## config.mk

```make
export PLATFORM = sky130hd
export DESIGN_NAME = quad_decoder
export DESIGN_NICKNAME = d
export VERILOG_FILES = /design/src/rtl/quad_decoder.sv
export SDC_FILE = /design/constraint.sdc
export NUM_CORES = 1
export LEC_CHECK = 0
export ABC_AREA = 1
export CAP_MARGIN = 20
export CORE_UTILIZATION = 58
export CTS_BUF_LIST = sky130_fd_sc_hd__clkbuf_8
export CTS_CLUSTER_DIAMETER = 200
export CTS_CLUSTER_SIZE = 16
export DETAILED_ROUTE_END_ITERATION = 7
export PLACE_DENSITY = 0.89
export SETUP_SLACK_MARGIN = 0.2
export SLEW_MARGIN = 10
export SYNTH_ARGS = -nofsm -noshare
export SYNTH_HDL_FRONTEND = slang
export SYNTH_SLANG_ARGS = --single-unit
export TNS_END_PERCENT = 1
```

## constraint.sdc

```tcl
create_clock -name C -period 1.5 [get_ports C]
set_input_delay 0.225 -clock C [delete_from_list [all_inputs] [get_ports C]]
set_output_delay 0.225 -clock C [all_outputs]
set_load 0.03 [all_outputs]
```

## src/rtl/quad_decoder.sv

```systemverilog
// Quadrature-encoder front end: synchronises and glitch-filters channels A/B,
// decodes Gray-code quarter-steps into a one-cycle count enable plus direction
// for the downstream up/down counter, and flags illegal double-bit jumps.
module quad_decoder #(
   parameter int unsigned FILT_LEN = 3
) (
   input  logic C,
   input  logic CLR_N,
   input  logic A,
   input  logic B,
   input  logic EN,
   input  logic ERR_CLR,
   output logic CNT_EN,
   output logic UP_DOWN,
   output logic ERR,
   output logic RDY
);

   typedef enum logic {SEED, RUN} state_t;

   localparam logic [3:0] FILT_LAST = 4'(FILT_LEN - 1);
   // seed count spans FILT_LEN+2 cycles, so it needs one bit beyond 4 for FILT_LEN=15
   localparam logic [4:0] SEED_INIT = 5'(FILT_LEN + 1);

   state_t      state;
   logic [1:0]  sync_a;    // [0] = s1, [1] = s2
   logic [1:0]  sync_b;
   logic [3:0]  fcnt_a;
   logic [3:0]  fcnt_b;
   logic        filt_a;
   logic        filt_b;
   logic [1:0]  prev;
   logic [4:0]  seed_cnt;

   logic [1:0]  cur;
   logic        moved;
   logic        illegal;
   logic        dir_up;

   // two-flop synchronisers for the asynchronous encoder channels
   always_ff @(posedge C or negedge CLR_N) begin
      if (!CLR_N) begin
         sync_a <= '0;
         sync_b <= '0;
      end else begin
         sync_a <= {sync_a[0], A};
         sync_b <= {sync_b[0], B};
      end
   end

   // per-channel stability filter; seeded straight from s2 while in SEED
   always_ff @(posedge C or negedge CLR_N) begin
      if (!CLR_N) begin
         fcnt_a <= '0;
         fcnt_b <= '0;
         filt_a <= 1'b0;
         filt_b <= 1'b0;
      end else if (state == SEED) begin
         fcnt_a <= '0;
         fcnt_b <= '0;
         filt_a <= sync_a[1];
         filt_b <= sync_b[1];
      end else begin
         if (sync_a[1] == filt_a) begin
            fcnt_a <= '0;
         end else if (fcnt_a == FILT_LAST) begin
            filt_a <= sync_a[1];
            fcnt_a <= '0;
         end else begin
            fcnt_a <= fcnt_a + 4'd1;
         end

         if (sync_b[1] == filt_b) begin
            fcnt_b <= '0;
         end else if (fcnt_b == FILT_LAST) begin
            filt_b <= sync_b[1];
            fcnt_b <= '0;
         end else begin
            fcnt_b <= fcnt_b + 4'd1;
         end
      end
   end

   // classify the filtered transition: none, legal quarter-step, or double jump
   always_comb begin
      cur     = {filt_a, filt_b};
      moved   = (cur != prev);
      illegal = &(cur ^ prev);
      // up order 00->01->11->10->00 reduces to prev[1] xor cur[0]
      dir_up  = prev[1] ^ cur[0];
   end

   // SEED/RUN sequencing with registered count enable, direction, error and ready
   always_ff @(posedge C or negedge CLR_N) begin
      if (!CLR_N) begin
         state    <= SEED;
         seed_cnt <= SEED_INIT;
         prev     <= '0;
         CNT_EN   <= 1'b0;
         UP_DOWN  <= 1'b1;
         ERR      <= 1'b0;
         RDY      <= 1'b0;
      end else begin
         prev <= cur;
         case (state)
            SEED: begin
               CNT_EN <= 1'b0;
               if (seed_cnt == '0) begin
                  state <= RUN;
                  RDY   <= 1'b1;
               end else begin
                  seed_cnt <= seed_cnt - 5'd1;
               end
            end
            RUN: begin
               CNT_EN <= EN && moved && !illegal;
               if (EN && moved && !illegal) begin
                  UP_DOWN <= dir_up;
               end
               if (EN && illegal) begin
                  ERR <= 1'b1;
               end else if (ERR_CLR) begin
                  ERR <= 1'b0;
               end
            end
            default: state <= SEED;
         endcase
      end
   end

endmodule
```

### After elaboration in Yosys (flattened, before gate mapping)

Cells that the tools add are included.

| storage, ports and cells | value |
|---|---|
| flip-flop bits (word level) | 26 |
| output and inout port bits | 4 |
| logic and storage cells | 59 |

| operators by class | value |
|---|---|
| add/subtract/negate cells | 3 |
| equal/unequal tests | 9 |
| mux-type cells | 17 |
| bitwise logic cells | 4 |
| reductions and logical operators | 13 |

Operator list:

| cell | number |
|---|---|
| 4-bit two-way mux | 6 |
| 2-bit AND reduction | 7 |
| 1-bit two-way mux | 10 |
| 4-bit by 1-bit adder with 4-bit output, second input constant | 2 |
| 4-bit by 2-bit equality test with 1-bit output, second input constant | 2 |
| 5-bit zero test | 1 |
| 5-bit by 1-bit subtractor with 5-bit output, second input constant | 1 |
| 2-bit by 1-bit inequality test with 1-bit output, second input constant | 2 |
| 2-bit inequality test, second input constant | 2 |
| 1-bit logical AND | 3 |
| 1-bit equality test | 2 |
| 2-bit inequality test | 1 |
| 1-bit inverter | 2 |
| 1-bit one-hot mux with 2 select lines | 1 |
| 2-bit nonzero test | 1 |
| 2-bit bitwise XOR | 1 |
| 1-bit zero test | 1 |
| 1-bit bitwise XOR | 1 |

### Depth between registers and ports, before layout

Gate-level depths: netlist of run 1.

| depth | value |
|---|---|
| depth in word-level cells | 5 |
| mapped depth | 7 |
| depth with buffers taken out | 7 |

### Worst setup path before layout of run 1

OpenSTA, ideal clock, no wires.

| path | value |
|---|---|
| path kind | register -> register |
| start | reg seed_cnt[0] |
| end | reg seed_cnt[3] |
| library setup time | 0.116 ns |
| data arrival time | 0.945 ns |
| data required time | 1.384 ns |
| path slack | 0.439 ns |
| stages on the path, launching flop included | 8 |
| cells stage by stage | dfrtp_1 inv_1 ha_1 nand3_2 nand2_4 inv_1 nand2_1 nand2_1 |

| between the ends | value |
|---|---|
| longest elaborated chain between the ends | 3 |
| elaborated cells between the ends (all ways) | 4 |
| those cells by class | 1 x add/sub; 1 x bitwise; 2 x reduce/logical |

Ends and longest elaborated chain:

| what | line | RTL |
|---|---|---|
| from (decl) | 33 | `logic [4:0] seed_cnt;` |
| from (signal assigned) | 112 | `seed_cnt <= seed_cnt - 5'd1;` |
| parallel branches: the longest is 3 deep, another holds 5-bit by 1-bit subtractor with 5-bit output | -- |  |

Parallel ways; which one is timed is not known.
A chain may end at the register's enable or synchronous reset.

### Final worst setup path of run 1

| path | value |
|---|---|
| start | reg RDY |
| end | out RDY |

RTL lines:

| what | line | RTL |
|---|---|---|
| from (decl) | 16 | `output logic RDY` |
| from (signal assigned) | 102 | `RDY <= 1'b0;` |
| from (signal assigned) | 110 | `RDY <= 1'b1;` |

No word-level cell between the ends.

==> metrics.yaml, run 1 <==
synth:
  synth.net_count: 130
  postSynthAreaPerCell_sq_um: 9.77
  synth_cell_types: 17
  yosysWarnings: 0
  synth-seq-cells: 26
  syn-cell-area_sq_mm: 0.00115
  syn_inst: 118
  yosysSeqAreaShare_pct: 56.7
worst_setup_path:
  r2r_slack_ps: 300
  critPathLaunch: "RDY$_DFFE_PN0P_"
  cp-end-kind: "primary output"
  cp_slowest_stage_delay_ps: 410
  crit_buf_inv: 1
  setup.worst_path.start_class: "register"
  cp_cell_sequence: "dlygate4sd2_1"
  critPathRequiredTime_ps: 1270
  critPathKind: "register to primary output"
  cpMaxStageDelayCell: "dlygate4sd2_1"
  critPathArrivalTime_ps: 1040
  crit_family: "buffers and inverters"
  path_max_fanout: 2
  rr_startpoint: "seed_cnt[0]$_DFFE_PN0P_"
finish:
  n_antenna_cell: 0
  syn_to_final_growth_pct: 13.9
  drive_gt1_share_pct: 10.7
  fillers: 146
  nets: 144
sta:
  hold_viol_final: 0
  skew_ps: 3.57
  period_minus_slack_ps: 1270
  setup_ws_ps: 230
  max_freq_mhz: 788
  grt_setup_unrepaired: "true"
  tightest_slew_ps: 322
  tns_ps: 0
  relSlewSlack_pct: 78.6
  finalCritPeriodShare_pct: 84.7
  setup_violations: 0
  drv_slew: 0
die:
  die-area_sq_mm: 0.00217
  fp.dieH_um: 46.6
  coreArea_sq_mm: 0.00180
  ios: 10
  rows: 15
  initial_core_util_pct: 64.0
  die_w_um: 46.6
cts:
  holdBufCountCts: 0
  clk_path_buf_depth: 2
  numCtsBuffers: 3
  root_buffer: "clkbuf_8"
  cts_tree: "done"
  clock-sinks: 26
  htreeDepth: 1
  insertion_delay_ps: 270
  clk_pin_slew_ps: 80
power_and_ir_drop:
  clockPowerShare_pct: 20.0
  seqPwrFrac_pct: 50.1
  intPower_w: 0.00126
  leakagePower_nw: 0.708
  swShare_pct: 35.9
  power.density_mw_per_mm2: 1490
  combPwrFrac_pct: 29.9
  peakVddDrop_mv: 0.958
  power.switching_w: 0.000702
detailed_routing:
  drtPass1Iterations: 4
  dr.max_layer_used: "met4"
  met3WireLength_um: 47
  drt_iter0_drc: 7
  wl_met2_um: 942
  wl_per_cell_um: 11.9
  drc: 0
  via_count: 758
  drt-total-wl_mm: 1.85
  via_per_inst: 4.86
  ant_nets: 0
  wl_met1_um: 792
global_route:
  grt-ovfl-total: 0
  grt_pass1_wl_mm: 3.10
  grt_max_degree: 27
  grt_use_total_pct: 22.5
  grt_pass1_vias: 754
  antenna_found_initial: 0
placed_design:
  place_ws_ps: 113
  numPortBuffers: 9
  gp_congestion: 0.686
  hpwl_mm: 1.31
run_status:
  status: "complete, no violations"
flow_run:
  cap_violations: 0
worst_hold_path:
  min_path_type: "primary input to async pin"
[state kept, by name, summed over array words and instances, names as in the netlist, 2 cells and up]
register,count
fcnt_a,4
sync_a,2
sync_b,2
seed_cnt,5
fcnt_b,4
prev,2
[final timing paths]
check / to / depth (start not counted)
max in group asynchronous: seed_cnt[2]$_DFFE_PN1P_ / 2
min reg2reg: sync_a[1]$_DFF_PN0_ / 0
max reg2reg: seed_cnt[4]$_DFFE_PN0P_ / 7
min: fcnt_b[1]$_DFF_PN0_ / 2
min in group C: sync_a[1]$_DFF_PN0_ / 0
max: RDY / 1
[cells by family after synthesis]
group	synth area share, %
adder cells (fa/ha/maj)	6.51
AO/OA/AOI/OAI	2.82
flip-flops	56.7
buffers and inverters	4.67
XOR/XNOR	8.36
AND/OR/NAND/NOR	21.0
[routing by layer]
metal / global-route usage (%) / vias to the layer above
met5: 0 / -
met1: 24.7 / 356
met2: 35.6 / 10
met4: 17.6 / 0
met3: 7.06 / 6
li1: - / 386
[cell type report]
type	count	area [sq um]	area share, %
Sequential cell	26	653	49.8
Inverter	13	48.8	3.72
Tap cell	25	31.3	2.38
Clock inverter	1	3.75	0.286
Timing Repair Buffer	10	88.8	6.77
Clock buffer	3	41.3	3.15
Multi-Input combinational cell	78	445	33.9
[cell usage in the layout (no fill, tap or decap), drive strengths merged]
cell type      count
buf                2
clkbuf             3
clkdlybuf4s50      5
dfrtp             24
dfstp              2
dlygate4sd2        3
ha                 6
inv               14
nand2             36
nand3              6
nand4              1
nor2              12
o21ai              5
o21bai             1
xnor2              4
xor2               7
[synth_stat cells]
| library cell | count | share of area [%] |
|---|---|---|
| o21ai_0 | 5 | 2.2 |
| buf_2 | 1 | 0.43 |
| inv_1 | 13 | 4.2 |
| nand3_1 | 4 | 1.7 |
| dfstp_2 | 2 | 4.6 |
| xor2_1 | 7 | 5.3 |
| xnor2_1 | 4 | 3.0 |
| nand2_2 | 2 | 1.1 |
| nand2_1 | 33 | 11 |
| dfrtp_1 | 24 | 52 |
| nor2_1 | 11 | 3.6 |
| nand2_4 | 1 | 0.98 |
| nor2_2 | 1 | 0.54 |
| nand3_2 | 2 | 1.7 |
| nand4_1 | 1 | 0.54 |
| ha_1 | 6 | 6.5 |
| o21bai_1 | 1 | 0.65 |
[stage by stage]
| stage | instances | power [W] | area, sq um | utilization [%] | hold slack, ps |
|---|---|---|---|---|---|
| 2_1_floorplan | 118 | 0.00142 | 1150 | - | -70.6 |
| 3_3_place_gp | 152 | 0.00157 | 1280 | 70.8 | 335 |
| 3_5_place_dp | 152 | 0.00161 | 1280 | 70.8 | 340 |
| 4_1_cts | 156 | 0.00198 | 1310 | 72.8 | 327 |
| 5_1_grt | 156 | 0.00212 | 1310 | 72.8 | 337 |
| 6_report | 156 | 0.00196 | 1310 | 72.8 | 312 |
[power groups by stage]
stage | Clock (W) | Combinational [W] | Sequential [W]
3_5_place_dp | 0 | 0.000617 | 0.000997
4_1_cts | 0.000404 | 0.000591 | 0.000981
2_1_floorplan | 0 | 0.000365 | 0.00105
6_report | 0.000392 | 0.000586 | 0.000981
3_3_place_gp | 0 | 0.000587 | 0.000987
5_1_grt | 0.000430 | 0.000682 | 0.00100
[timing repair]
item / 4_1_cts / 5_1_grt
gates resized for setup: 8 / 1
setup buffers: 0 / 0
endpoints found under the setup margin: 4 / 3
(Power assumes the default switching activity.)
==> run 2: changes to the inputs <==
- CORE_UTILIZATION: 58 -> 53
- PLACE_DENSITY: 0.89 -> 0.86
- clock period: 1.5 -> 1.1 ns (I/O delays scaled with it)
==> run 2 against run 1 <==
The flow now finishes with violations (negative setup slack). Clock skew is essentially flat. Via count grew 6.7%. Wire length grew 2.9%. First-iteration DRC count shrank 57%. Clock power grew 31%. Combinational power grew 61%. Sequential power grew 40%. Final area grew 8.0%. Count of clock-buffer cells in the layout is the same. Sequential share of layout area shrank 3.4 points. Die area grew 9.0%. Setup slack lost 250 ps.
==> metrics.yaml, run 2 (synthesized netlist as in run 1, its figures left out) <==
global_route:
  grt-ovfl-total: 0  # unchanged
  grt_max_degree: 14  # -48%
  grt_use_total_pct: 19.1  # -3.4 points
  grt_pass1_wl_mm: 3.39  # +9.3%
  grt_pass1_vias: 835  # +11%
  antenna_found_initial: 0  # unchanged
worst_setup_path:
  critPathLaunch: "seed_cnt[1]$_DFFE_PN0P_"
  reg2reg_to: "seed_cnt[3]$_DFFE_PN0P_"
  path_max_fanout: 8  # +6
  r2r_slack_ps: -20  # -320 ps
  setup.worst_path.start_class: "register"
  crit_buf_inv: 2  # +1
  cp_cell_sequence: "inv_2 > ha_4 > nand3_4 > nand2_4 > inv_2 > nand2_1 > nand2_1"
  critical_path_depth: 7  # +6
  critPathRequiredTime_ps: 1260  # about the same
  cp_slowest_stage_delay_ps: 410  # about the same
  rr_startpoint: "seed_cnt[1]$_DFFE_PN0P_"
  critPathKind: "register to register"
  critPathArrivalTime_ps: 1280  # +240 ps
  crit_family: "flip-flops"
  cpMaxStageDelayCell: "dfrtp_1"
  cp-end-kind: "register"
  setup.worst_path.end: "seed_cnt[3]$_DFFE_PN0P_"
  rr_worst_depth: 7  # unchanged
finish:
  reg.largest.list: "seed_cnt: 5 flops, fcnt_a: 4 flops, fcnt_b: 4 flops"
  layoutNonFillerInstCount: 160  # +2.6%
  layout_common_cells: "28 x nand2_1, 21 x dfrtp_1, 10 x nor2_1"
  syn_to_final_growth_pct: 23.0
  drive_gt1_share_pct: 30.8  # +20 points
  final_common_cell: "nand2_1"
  largest_reg_flops: 5  # unchanged
  n_antenna_cell: 0  # unchanged
  largest-register: "seed_cnt"
  nets: 147  # +2.1%
  final_util_pct: 70.8  # -2.0 points
power_and_ir_drop:
  p_total_w: 0.00283  # +45%
  leakagePower_nw: 0.724  # +2.2%
  power.switching_w: 0.00102  # +45%
  peakVddDrop_mv: 1.19  # +24%
  combPwrFrac_pct: 33.4  # +3.5 points
  power.density_mw_per_mm2: 2000  # +34%
  intPower_w: 0.00181  # +44%
  swShare_pct: 35.9  # about the same
  seqPwrFrac_pct: 48.5  # -1.6 points
  clockPowerShare_pct: 18.1  # -1.9 points
cts:
  clock-sinks: 26  # unchanged
  insertion_delay_ps: 260  # about the same
  clk_path_buf_depth: 2  # unchanged
  clk_pin_slew_ps: 80  # about the same
  numCtsBuffers: 3  # unchanged
  root_buffer: "clkbuf_8"
  cts_tree: "done"
  htreeDepth: 1  # unchanged
die:
  coreArea_sq_mm: 0.00200  # +11%
  die_w_um: 48.6  # +4.4%
  ios: 10  # unchanged
  rows: 16  # +1
  initial_core_util_pct: 57.6  # -6.4 points
  die-area_sq_mm: 0.00236  # +9.0%
  fp.dieH_um: 48.6  # +4.4%
sta:
  drv_slew: 0  # unchanged
  finalCritPeriodShare_pct: 102
  setup_ws_ps: -20.1  # -250 ps
  tightest_slew_ps: 253  # -68.6 ps
  grt_setup_unrepaired: "true"
  skew_ps: 3.08  # -0.485 ps
  setup_violations: 2  # +2
  period_minus_slack_ps: 1120
  hold_viol_final: 0  # unchanged
  max_freq_mhz: 893
  relSlewSlack_pct: 83.1  # +4.5 points
placed_design:
  dp_cells: 156  # +2.6%
  place_ws_ps: -7.17  # -120 ps
  numPortBuffers: 9  # unchanged
  gp_congestion: 0.705  # +2.8%
  hpwl_mm: 1.27  # -3.2%
detailed_routing:
  via_count: 809  # +6.7%
  via_per_inst: 5.06  # +4.1%
  wl_per_cell_um: 11.9  # +0.29%
  drc: 0  # unchanged
  drtPass1Iterations: 3  # -1
  drt-total-wl_mm: 1.91  # +2.9%
  drt_iter0_drc: 3  # -4
  ant_nets: 0  # unchanged
worst_hold_path:
  min_path_type: "primary input to async pin"
run_status:
  status: "finished, violations left"
  violations: "negative setup slack"
flow_run:
  cap_violations: 0  # unchanged
## run 2: cell count changes in the layout (fill, tap and decap cells not counted), moves of 3 or more
cell / change
inv_1: -6
inv_2: +5
nand2_1: -5
nand2_2: +5
buf_6: +4
ha_1: -4
o21ai_0: -4
buf_4: +3
dfrtp_1: -3
dfrtp_2: +3
dlygate4sd2_1: -3
o21ai_1: +3
## run 2: worst reg2reg max path, delay by kind of cell (launching register included)
family | cells | cell delay [ps]
and+or+nand+nor | 4 | 290
DFF | 1 | 410
buffers and inverters | 2 | 160
adders and majority gates | 1 | 150
## run 2: repair_timing
action                                  4_1_cts  5_1_grt
endpoints found under the hold margin         0        0
hold buffers                                  0        0
buffers inserted                              0        1
endpoints found under the setup margin       24       24
pin swaps                                    19       15
resized for setup                            20       12
## run 2: how the worst min path moves through the flow
stage	to	depth (start not counted)	slack (ps)	from
after floorplan	CNT_EN$_DFF_PN0_	0	-130	CLR_N
after detailed placement	sync_a[1]$_DFF_PN0_	0	340	sync_a[0]$_DFF_PN0_
after CTS	fcnt_b[2]$_DFF_PN0_	1	120	CLR_N
final	fcnt_b[2]$_DFF_PN0_	1	120	CLR_N
after global routing	fcnt_b[2]$_DFF_PN0_	1	120	CLR_N
after global placement	sync_a[1]$_DFF_PN0_	0	340	sync_a[0]$_DFF_PN0_
## run 2: area by class of cell
type,instances,area (sq um)
flip-flops and latches,26,657
fillers,151,584
multi-input cells,78,512
repair buffers,13,125
inverters,13,48.8
clock buffers,3,41.3
well taps,27,33.8
## run 2: power by group through the flow
stage / combinational, W / clock [W] / sequential (W)
2_1_floorplan: 0.000497 / 0 / 0.00143
3_3_place_gp: 0.000780 / 0 / 0.00135
3_5_place_dp: 0.000813 / 0 / 0.00136
4_1_cts: 0.000892 / 0.000535 / 0.00137
5_1_grt: 0.00107 / 0.000572 / 0.00141
6_report: 0.000946 / 0.000512 / 0.00137
## run 2: metal layers
layer  part of all wire (%)  vias to the layer above  GRT usage [%]
li1                       -                      394              -
met1                     42                      398           21.5
met2                     52                       12           33.8
met3                    2.6                        5           1.89
met4                    3.2                        0           13.2
met5                      0                        -              0
## run 2: per-stage QoR
step	hold slack [ps]	area [sq um]	TNS (ps)
floorplan	-131	1150	0
global placement	335	1280	0
detailed placement	338	1280	-7.17
CTS	121	1360	-8.90
global route	125	1420	-297
finish	122	1420	-23.8
==> run 3: changes to the inputs <==
- RECOVER_POWER: default -> 25
==> run 3 against run 2 <==
The flow still finishes with violations (negative setup slack). Final area fell by 0.53%. Die area did not move. Via count rose by 0.12%. Critical path type unchanged. Largest cell class unchanged.
==> metrics.yaml, run 3 (synthesized netlist as in run 1, its figures left out) <==
run_status:
  status: "finished, violations left"
  violations: "negative setup slack"
worst_setup_path:
  critPathKind: "register to register"
  critPathArrivalTime_ps: 1280  # about the same
  setup.worst_path.start_class: "register"
  path_max_fanout: 8  # unchanged
  cp_cell_sequence: "inv_2 > ha_4 > nand3_4 > nand2_4 > inv_2 > nand2_1 > nand2_1"
  cpMaxStageDelayCell: "dfrtp_1"
  cp_slowest_stage_delay_ps: 410  # about the same
  critPathRequiredTime_ps: 1260  # about the same
  rr_worst_depth: 7  # unchanged
  cp-end-kind: "register"
finish:
  largest_reg_flops: 5  # unchanged
  fillers: 149  # -1.3%
  drive_gt1_share_pct: 29.3  # -1.5 points
  layout_common_cells: "28 x nand2_1, 21 x dfrtp_1, 10 x nor2_1"
  nets: 147  # unchanged
  design_area_sq_mm: 0.00141  # -0.53%
  reg.largest.list: "seed_cnt: 5 flops, fcnt_a: 4 flops, fcnt_b: 4 flops"
  largest-register: "seed_cnt"
  n_antenna_cell: 0  # unchanged
  syn_to_final_growth_pct: 22.4
  final_common_cell: "nand2_1"
sta:
  tightest_slew_ps: 325  # +72.4 ps
  setup_ws_ps: -20.1  # +0.00330 ps
  finalCritPeriodShare_pct: 102  # about the same
  max_freq_mhz: 893  # about the same
  setup_violations: 2  # unchanged
  relSlewSlack_pct: 78.3  # -4.8 points
  drv_slew: 0  # unchanged
  grt_setup_unrepaired: "true"
  hold_viol_final: 0  # unchanged
  skew_ps: 3.07  # -0.0179 ps
  period_minus_slack_ps: 1120  # -0.00330 ps
detailed_routing:
  drt_iter0_drc: 3  # unchanged
  ant_nets: 0  # unchanged
  wl_per_cell_um: 11.9  # -0.42%
  via_count: 810  # +0.12%
  drtPass1Iterations: 3  # unchanged
  drc: 0  # unchanged
  drt-total-wl_mm: 1.90  # -0.42%
  via_per_inst: 5.06  # +0.12%
cts:
  insertion_delay_ps: 260  # about the same
  cts_tree: "done"
  clock-sinks: 26  # unchanged
  numCtsBuffers: 3  # unchanged
  clk_pin_slew_ps: 80  # about the same
  holdBufCountCts: 0  # unchanged
  root_buffer: "clkbuf_8"
  clk_path_buf_depth: 2  # unchanged
  htreeDepth: 1  # unchanged
placed_design:
  post_dp_cell_area_sq_mm: 0.00128  # unchanged
  gp_congestion: 0.705  # unchanged
  hpwl_mm: 1.27  # unchanged
  numPortBuffers: 9  # unchanged
  place_ws_ps: -7.17  # unchanged
power_and_ir_drop:
  intPower_w: 0.00181  # -0.29%
  combPwrFrac_pct: 33.3  # about the same
  leakagePower_nw: 0.718  # -0.89%
  peakVddDrop_mv: 1.19  # about the same
  clockPowerShare_pct: 18.1  # about the same
  swShare_pct: 35.9  # +0.058 points
  power.switching_w: 0.00101  # about the same
  seqPwrFrac_pct: 48.6  # about the same
  power.density_mw_per_mm2: 2000  # +0.33%
global_route:
  grt_max_degree: 14  # unchanged
  antenna_found_initial: 0  # unchanged
  grt_pass1_wl_mm: 3.39  # unchanged
  grt-ovfl-total: 0  # unchanged
  grt_use_total_pct: 19.1  # unchanged
  grt_pass1_vias: 835  # unchanged
die:
  rows: 16  # unchanged
  die_w_um: 48.6  # unchanged
  die-area_sq_mm: 0.00236  # unchanged
  coreArea_sq_mm: 0.00200  # unchanged
  fp.dieH_um: 48.6  # unchanged
  initial_core_util_pct: 57.6  # unchanged
  ios: 10  # unchanged
flow_run:
  cap_violations: 0  # unchanged
worst_hold_path:
  min_path_type: "primary input to async pin"
-- run 3: cell types whose count changed in the layout (fill, tap and decap cells not counted) --
cell             delta
clkbuf_1            +2
clkdlybuf4s50_1     -3
buf_4               -2
dlygate4sd3_1       +3
-- run 3: area by class of cell --
class | count | area (sq um) | share of cell area [%]
clock buffers | 3 | 41.3 | 2.93
repair buffers | 13 | 118 | 8.34
flip-flops and latches | 26 | 657 | 46.6
well taps | 27 | 33.8 | 2.40
multi-input cells | 78 | 512 | 36.3
inverters | 13 | 48.8 | 3.46
-- run 3: per-layer routing --
metal  track usage, %  vias up  wire length (um)
met1             21.5      399               790
li1                 -      394                 -
met5                0        -                 0
met2             33.8       12               997
met3             1.89        5                48
met4             13.2        0                61
-- run 3: stage by stage --
| step | TNS [ps] | hold WS [ps] | total power [W] | utilization, % | cells |
|---|---|---|---|---|---|
| finish | -23.7 | 186 | 0.00282 | 70.4 | 160 |
| global route | -297 | 192 | 0.00305 | 70.4 | 160 |
| CTS | -8.90 | 121 | 0.00280 | 68.1 | 159 |
| detailed placement | -7.17 | 338 | 0.00218 | 64.1 | 156 |
| global placement | 0 | 335 | 0.00213 | 64.1 | 156 |
| floorplan | 0 | -131 | 0.00193 | - | 118 |
-- run 3: worst max-delay path, delay by kind of cell, from the launching register on --
| family | cells | cell delay, ps |
|---|---|---|
| adders and majority gates | 1 | 150 |
| buffers and inverters | 2 | 160 |
| DFF | 1 | 410 |
| and+or+nand+nor | 4 | 290 |
-- run 3: worst paths after layout --
check	start	end	slack [ps]
min	CLR_N	fcnt_b[2]$_DFF_PN0_	190
max reg2reg	seed_cnt[1]$_DFFE_PN0P_	seed_cnt[3]$_DFFE_PN0P_	-20
max	seed_cnt[1]$_DFFE_PN0P_	seed_cnt[3]$_DFFE_PN0P_	-20
min in group C	sync_a[0]$_DFF_PN0_	sync_a[1]$_DFF_PN0_	350
min reg2reg	sync_a[0]$_DFF_PN0_	sync_a[1]$_DFF_PN0_	350
max in group asynchronous	CLR_N	UP_DOWN$_DFFE_PN1P_	330
-- run 3: what timing repair did --
action / 4_1_cts / 5_1_grt
resized for setup: 20 / 12
setup endpoints to repair: 24 / 24
pin swaps: 19 / 15
hold endpoints to repair: 0 / 0
buffers inserted: 0 / 1
-- run 3: power by group through the flow --
stage | Combinational [W] | Sequential (W) | Clock, W
after CTS | 0.000892 | 0.00137 | 0.000535
final | 0.000940 | 0.00137 | 0.000512
after floorplan | 0.000497 | 0.00143 | 0
after detailed placement | 0.000813 | 0.00136 | 0
after global routing | 0.00106 | 0.00141 | 0.000572
after global placement | 0.000780 | 0.00135 | 0
